$ cat config.mk
export PLATFORM = sky130hd
export DESIGN_NAME = mod_inv_seq
export DESIGN_NICKNAME = d
export VERILOG_FILES = /design/src/rtl/mod_alu_pkg.sv /design/src/rtl/mod_reduce_seq.sv /design/src/rtl/mod_inv_seq.sv
export SDC_FILE = /design/constraint.sdc
export NUM_CORES = 1
export LEC_CHECK = 0
export BUFFER_PORTS_ARGS = -buffer_cell sky130_fd_sc_hd__buf_2
export CAP_MARGIN = 20
export CELL_PAD_IN_SITES_DETAIL_PLACEMENT = 0
export CELL_PAD_IN_SITES_GLOBAL_PLACEMENT = 1
export CORE_MARGIN = 2
export CORE_UTILIZATION = 52
export CTS_CLUSTER_DIAMETER = 150
export DETAILED_ROUTE_END_ITERATION = 8
export GPL_TIMING_DRIVEN = 0
export HOLD_SLACK_MARGIN = 0.05
export PLACE_DENSITY = 0.95
export REMOVE_ABC_BUFFERS = 1
export SYNTH_ARGS = -nofsm -noshare
export SYNTH_HDL_FRONTEND = slang
export SYNTH_HIERARCHICAL = 1
export SYNTH_SLANG_ARGS = --single-unit
$ cat constraint.sdc
create_clock -name clk -period 11 [get_ports clk]
set_input_delay 0.55 -clock clk [delete_from_list [all_inputs] [get_ports clk]]
set_output_delay 0.55 -clock clk [all_outputs]
set_load 0.01 [all_outputs]
$ cat src/rtl/mod_alu_pkg.sv
// mod_alu_pkg: shared FSM encoding, default width and modular helpers for the mod ALU stages
package mod_alu_pkg;
  localparam int W_DEF = 32;
  localparam int MAXW = 64;
  typedef enum logic [2:0] {IDLE = 3'd0, REDUCE = 3'd1, CHECK = 3'd2, EUCLID = 3'd3, DONE = 3'd4} state_t;
  // (p - q) mod m for p, q in [0, m-1]; the carry bit keeps p + m from wrapping at full width
  function automatic logic [MAXW-1:0] submod(input logic [MAXW-1:0] p, input logic [MAXW-1:0] q,
                                             input logic [MAXW-1:0] m);
    return (p >= q) ? p - q : MAXW'({1'b0, p} + {1'b0, m} - {1'b0, q});
  endfunction
endpackage

$ cat src/rtl/mod_reduce_seq.sv
// mod_reduce_seq: bit-serial restoring reduction rem = b mod m, one quotient bit per cycle MSB first
module mod_reduce_seq import mod_alu_pkg::*; #(
  parameter int W = W_DEF
) (
  input  logic         clk,
  input  logic         rst_n,
  input  logic         start,
  input  logic [W-1:0] b,
  input  logic [W-1:0] m,
  output logic         busy,
  output logic         done,
  output logic [W-1:0] rem
);
  localparam int CW = $clog2(W);
  logic [W-1:0] m_r, b_r;
  logic [CW-1:0] cnt;
  logic [W:0] t;
  assign t = {rem, b_r[cnt]};
  assign done = busy && cnt == '0;
  always_ff @(posedge clk) begin
    if (!rst_n) begin
      busy <= 1'b0;
      cnt <= '0;
      m_r <= '0;
      b_r <= '0;
      rem <= '0;
    end else if (start) begin
      busy <= 1'b1;
      cnt <= CW'(W - 1);
      m_r <= m;
      b_r <= b;
      rem <= '0;
    end else if (busy) begin
      rem <= W'((t >= {1'b0, m_r}) ? t - {1'b0, m_r} : t);
      cnt <= cnt - CW'(1);
      busy <= cnt != '0;
    end
  end
endmodule

$ cat src/rtl/mod_inv_seq.sv
// mod_inv_seq: modular inverse b^-1 mod m via pre-reduction then subtractive extended Euclid
module mod_inv_seq import mod_alu_pkg::*; #(
  parameter int W = W_DEF
) (
  input  logic         clk,
  input  logic         rst_n,
  input  logic         in_valid,
  output logic         in_ready,
  input  logic [W-1:0] b,
  input  logic [W-1:0] m,
  output logic         out_valid,
  input  logic         out_ready,
  output logic [W-1:0] inv,
  output logic         err
);
  state_t state, state_n;
  logic [W-1:0] m_r, u, v, x1, x2, rem, sm1, sm2;
  logic rd_busy, rd_done, accept, bad;
  assign in_ready = state == IDLE;
  assign out_valid = state == DONE;
  assign accept = in_valid & in_ready;
  assign bad = m_r < W'(2) || rem == '0;
  assign sm1 = W'(submod(MAXW'(x1), MAXW'(x2), MAXW'(m_r)));
  assign sm2 = W'(submod(MAXW'(x2), MAXW'(x1), MAXW'(m_r)));
  mod_reduce_seq #(.W(W)) u_reduce (
    .clk(clk), .rst_n(rst_n), .start(accept), .b(b), .m(m),
    .busy(rd_busy), .done(rd_done), .rem(rem)
  );
  always_comb begin
    state_n = state;
    unique case (state)
      IDLE:    state_n = in_valid ? REDUCE : IDLE;
      REDUCE:  state_n = (rd_busy & rd_done) ? CHECK : REDUCE;
      CHECK:   state_n = bad ? DONE : EUCLID;
      EUCLID:  state_n = (u == v) ? DONE : EUCLID;
      DONE:    state_n = out_ready ? IDLE : DONE;
      default: state_n = IDLE;
    endcase
  end
  always_ff @(posedge clk) begin
    if (!rst_n) begin
      state <= IDLE;
      m_r <= '0;
      u <= '0;
      v <= '0;
      x1 <= '0;
      x2 <= '0;
      inv <= '0;
      err <= 1'b0;
    end else begin
      state <= state_n;
      if (accept) m_r <= m;
      if (state == CHECK) begin
        if (bad) begin
          inv <= '0;
          err <= 1'b1;
        end else begin
          u <= rem;
          x1 <= W'(1);
          v <= m_r;
          x2 <= '0;
        end
      end
      // u and v stay positive, so equality is the gcd and ends the walk
      if (state == EUCLID) begin
        if (u == v) begin
          inv <= (u == W'(1)) ? x1 : '0;
          err <= u != W'(1);
        end else if (u > v) begin
          u <= u - v;
          x1 <= sm1;
        end else begin
          v <= v - u;
          x2 <= sm2;
        end
      end
    end
  end
endmodule

* Word-level counts from Yosys, hierarchy flattened
Cells that the tools add are included.
** Word-level totals
- Bits in registers :: 266
- Input port bits :: 68
- Logic and storage cells :: 90
** Operators by class
- $add $sub $neg :: 10
- Magnitude comparators :: 6
- Equality and inequality tests :: 7
- Mux-type cells :: 44
- Bitwise operators :: 3
- Reductions and logical operators :: 8
** Operators with widths (number)
- 32-bit two-way mux :: 28
- 32-bit subtractor :: 7
- 32-bit adder :: 2
- 32-bit >= comparator :: 2
- 33-bit by 32-bit >= comparator with 1-bit output :: 1
- 32-bit by 1-bit == test with 1-bit output (second input constant) :: 1
- 32-bit == test :: 1
- 32-bit greater-than comparator :: 1
- 32-bit zero test :: 1
- 32-bit by 2-bit < comparator with 1-bit output (second input constant) :: 1
- 32-bit by 1-bit inequality test with 1-bit output (second input constant) :: 1
- 3-bit case mux with 5 select lines :: 1
- 5-bit two-way mux :: 2
- 3-bit two-way mux :: 3
- 1-bit two-way mux :: 8
- 3-bit by 2-bit == test with 1-bit output (second input constant) :: 2
- 5-bit by 6-bit < comparator with 1-bit output (second input constant) :: 1
- 1-bit binary-select mux with 5-bit select :: 1
- 5-bit zero test :: 1
- 5-bit nonzero test :: 1
- 5-bit by 1-bit subtractor with 5-bit output (second input constant) :: 1
- 3-bit by 1-bit == test with 1-bit output (second input constant) :: 1
- 3-bit == test (second input constant) :: 1
- 3-bit zero test :: 1
- other kinds (7) :: 8

* Depth between registers and ports, before layout
- Depth in word-level cells :: 7
- Depth in mapped cells :: 16
- Gate-level depth less buffers :: 15

* Modules after synthesis
Netlist, hierarchy kept.
** By module, submodules not included
- mod_inv_seq :: times used 1, cells each 2703, area an instance 20253.2 um2, seq. area each 3923.8 um2
- mod_reduce_seq :: times used 1, cells each 696, area an instance 6202.2 um2, seq. area each 2042.0 um2

* Least setup slack after synthesis
Ideal clock, no wire load.
- Kind :: reg2reg
- From :: register u_reduce.cnt[0]
- To :: register u_reduce.rem[24]
- Data arrival time :: 3.844 ns
- Data required time :: 10.924 ns
- Setup slack :: 7.080 ns
- Cell stages (with the launch flop) :: 17
- Buffers on the path :: 1
- Period minus slack after synthesis :: 3.920 ns
- Cell sequence :: dfxtp_1 buf_2 mux4_2 mux4_2 mux2i_1 ha_1 inv_1 fa_1 a21oi_1 o221ai_1 o2111ai_1 a31oi_1 a21boi_1 o21ai_0 xnor2_1 nand2_1 o22ai_1
** On the way
- Cells in the longest elaborated chain, start to end :: 4
- Elaborated cells on any way between the ends :: 5
- Classes of those cells :: 1 x add/sub; 1 x order compare; 3 x mux
** Ends and longest elaborated chain
- from (decl) :: RTL line mod_reduce_seq.sv:16 : logic [CW-1:0] cnt;
- from (signal assigned) :: RTL line mod_reduce_seq.sv:29 : cnt <= CW'(W - 1);
- from (signal assigned) :: RTL line mod_reduce_seq.sv:35 : cnt <= cnt - CW'(1);
- 1-bit binary-select mux with 5-bit select (*) :: RTL line mod_reduce_seq.sv:18 : assign t = {rem, b_r[cnt]};
- 1-bit two-way mux (not written as such) (*) :: RTL line mod_reduce_seq.sv:18
- 32-bit subtractor or 33-bit by 32-bit >= comparator with 1-bit output (tied branches) :: RTL line mod_reduce_seq.sv:34 : rem <= W'((t >= {1'b0, m_r}) ? t - {1'b0, m_r} : t);
- 32-bit two-way mux (*) :: RTL line mod_reduce_seq.sv:34
- to (signal assigned) :: RTL line mod_reduce_seq.sv:34
- to (decl) :: RTL line mod_reduce_seq.sv:12 : output logic [W-1:0] rem
Every way passes the cells marked *; elsewhere a longest branch is shown, timed or not. The select of a mux whose other input is x is not followed.
A chain may end at the register's enable or synchronous reset.

* Worst setup path after layout
- From :: register u_reduce.cnt[0]
- To :: register u_reduce.rem[20]
The elaborated chain is that of the path after synthesis.

==> summary.md <==
| Metric | Value |
|---|---|
| Run status | `finished clean` |
| Flop2flop setup slack | `5.38 ns` |
| Most common cell after layout, fill and taps aside | `inv_1` |
| Power per cell area | `roughly 120 nW/um^2` |
| ANT nets after route | `0` |
| TNS Setup | `0 ns` |
| Ys async rst share | `0` |
| Worst-path clk slew | `0.06 ns` |
| R2r endpoint | `u_reduce/rem[20]` |
| Register area share after synthesis | `0.226` |
| DR vias/cell | `around 6.0` |
| FP Rows | `between 80 and 90` |
| Synthesis warning total | `6` |
| Clock power share | `0.391` |
| Critical path peak fanout | `38` |
| Max-Cap Viols | `0` |
| Slowest CP cell | `dfxtp_1` |
| Post-synthesis simple-gate area fraction | `0.179` |
| Most frequent cells in the layout | `329 x inv_1, 320 x nand2_1, 310 x a21oi_1, 297 x dfxtp_1, 225 x nor2_1` |
| Final Max Tran Viols | `0` |
| Cell count after synthesis | `3399` |
| Post-synthesis xor/xnor area fraction | `0.0593` |
| CTS tree | `built` |
| CP Data Required Time | `11.42 ns` |
| Clk sinks | `298` |
| Mux share of post-synthesis cell area | `0.0527` |
| Filler instances | `4731` |
| Met3 WL | `5.34 mm` |
| Static Leak | `12.4 nW` |
| Largest family of logic cells by synthesized area | `compound AO/OA/AOI/OAI gates` |
| Final setup vio count | `0` |
| Largest net degree at the start of global routing | `about 110` |
| Crit path capture | `u_reduce/rem[20]` |
| Final Net Count | `around 3700` |
| Synth-to-Final Area Change | `8.47%` |
| DRT Pass-1 Iters | `6` |
| Tmin final | `5.62 ns` |
| CP Cell Sequence | `mux4_2, mux4_2, mux2i_1, ha_1, nor2b_1, o31ai_1, a21oi_1, a22oi_2, o21ai_2, a21oi_4, buf_12, mux2_2, mux2i_1, nor2_1` |
| Die area | `roughly 53000 sq um` |
| Total Power | `3.42 mW` |
| Worst hold margin | `roughly 0.24 ns` |
| First-pass GRT wire length | `about 130 mm` |
| CP Launch Point | `u_reduce/cnt[0]` |
| Share of layout cells above drive strength 1 | `0.0766` |
| Die height | `230 microns` |
| I/O Pins | `between 100 and 150` |
| R2R depth | `14` |
| Routed WL | `80.7 mm` |
| Number of H-tree levels | `2` |
| Core area | `50200 sq um` |
| Syn avg cell area | `between 7 and 8 sq um` |
| Max Fclk | `roughly 180 MHz` |
| Period utilization | `0.511` |
| Hold Vio Cnt, Final | `0` |
| Crit path largest cell delay | `0.74 ns` |
| Final HPWL DP | `~60 mm` |
| Internal | `2.29 mW` |
| Root buf cell | `clkbuf_16` |
| Reg-to-reg startpoint | `u_reduce/cnt[0]` |
| Initial DRC Count | `2161` |
| RSZ-0062 raised after global routing | `no` |
| Netlist cell types | `102` |
| Total congestion overflow | `0` |
| Switching power | `about 1.1 mW` |
| Sw Share | `0.329` |
| Gp weighted congestion | `0.994` |
| Critical Path AT | `6.04 ns` |
| #FFs+latches synth | `298` |
| Seq pwr share | `0.339` |
| Top post-synthesis cells by area | `dfxtp_1 23%, ha_1 10%, a21oi_1 5.9%` |
| Wl on met1 | `~36 mm` |
| Initial antenna violation count | `0` |
| Global-route usage over all layers | `0.304` |
| Synth Area in Compound Gates | `0.247` |
| Top cell type's share of synthesized area | `0.226` |
| Synth Area in Adders | `0.156` |
| EDFF count, synth | `0` |
| Worst slew margin | `0.294` |
| Post-cts resize count | `0` |
| Worst min path class | `in -> reg` |
| CTS Buf Count | `39` |
| Clock latency at the later pin of the worst-skew pair | `~0.57 ns` |
| Final core area utilization | `0.572` |
| CP Capture Type | `flip-flop` |
| # DRC | `0` |
| Setup Crit Path Kind | `reg -> reg` |
| CTS max path bufs | `3` |
| Routed vias | `~24000` |
| Wire length on met2 | `35.9 mm` |
| Peak VDD IR | `122 uV` |
| Initial Util | `0.527` |
| Routed WL per cell | `19.8 microns` |
| Post-Syn Area | `around 26000 sq um` |
| Worst Tran Pin Value | `1.05 ns` |
| Ys flop type | `dfxtp_1` |
| Die Wd | `230 microns` |
| Post-CTS setup repair buffer count | `0` |
| Fin Clk Skew | `roughly 0.014 ns` |
| Top Metal Used | `met4` |
| Critical path launch point type | `flip-flop` |
| Hold buffer count at CTS | `0` |
| PortBufs | `102` |
| Vias in the first global route | `approximately 23000` |
| Diode count | `0` |
| Combinational Power Share | `0.270` |
| Synth area leader | `dfxtp_1` |
-- logic make-up after synthesis --
| kind of cell | after synthesis |
|---|---|
| AOI/OAI and AO/OA | 1009 |
| and+or+nand+nor | 978 |
| buffers and inverters | 520 |
| DFF | 298 |
| adders and majority gates | 289 |
| xor gates and xnor gates | 179 |
| muxes | 126 |
-- synth_stat cells (33+ instances only) --
master / n
nor2b_1: 97
nand2_1: 320
nand4_1: 34
ha_1: 222
dfxtp_1: 298
a22oi_1: 49
buf_2: 36
inv_1: 331
a21oi_1: 310
a211oi_1: 40
nor4_1: 35
and2_1: 33
clkbuf_1: 119
xor2_1: 68
mux2i_1: 110
nand3_1: 80
nor2_1: 226
fa_1: 67
a21o_1: 96
o21ai_0: 203
xnor2_1: 111
-- critical path, delay by kind of cell, from the launching register on --
family                   cells  cell delay [ns]
flip-flops                   1             0.74
buffers and inverters        1             0.28
adder cells (fa/ha/maj)      1             0.29
multiplexers                 5             2.20
AO/OA/AOI/OAI                5             1.83
AND/OR/NAND/NOR              2             0.12
-- power by group through the flow --
stage	Combinational (mW)	Sequential, mW	Clock [mW]
2_1_floorplan	0.676	1.17	0
3_3_place_gp	0.877	1.18	0
3_5_place_dp	0.891	1.18	0
4_1_cts	0.900	1.16	1.35
5_1_grt	1.01	1.16	1.39
6_report	0.921	1.16	1.34
-- stage by stage --
step,area (sq um),worst slack [ns],std cells
after floorplan,25600,6.11,3211
after global placement,26900,3.70,3985
after detailed placement,27400,5.55,4004
after CTS,28700,5.52,4076
after global routing,28700,5.17,4078
final,28700,5.38,4078
-- worst min path at each step --
| stage | cells after the start | end | startpoint |
|---|---|---|---|
| after floorplan | 2 | m_r[29] | m_r[29] |
| after global placement | 2 | m_r[27] | m_r[27] |
| after detailed placement | 2 | m_r[27] | m_r[27] |
| after CTS | 3 | u_reduce/b_r[6] | b[6] |
| after global routing | 3 | m_r[15] | m[15] |
| final | 3 | u_reduce/b_r[6] | b[6] |
-- flip-flops by register name (all words and copies together), names as in the netlist --
register / flops
m_r: 32
inv: 32
x2: 32
err: 1
x1: 32
v: 32
state: 3
u_reduce/busy: 1
u: 32
u_reduce/rem: 32
u_reduce/m_r: 32
u_reduce/cnt: 5
u_reduce/b_r: 32
-- routing by layer --
metal | vias to the layer above | global-route usage
met3 | 158 | 0.0458
met5 | - | 0
met1 | 11570 | 0.416
li1 | 11857 | -
met4 | 0 | 0.110
met2 | 843 | 0.485
-- area by class of cell --
class	instances	area, sq um	share of cell area
well taps	672	841	0.0293
flip-flops and latches	298	5970	0.208
multi-input cells	2581	18400	0.641
repair buffers	123	910	0.0317
clock inverters	20	223	0.00776
inverters	332	1250	0.0436
clock buffers	52	1100	0.0382
(Power assumes the default switching activity.)
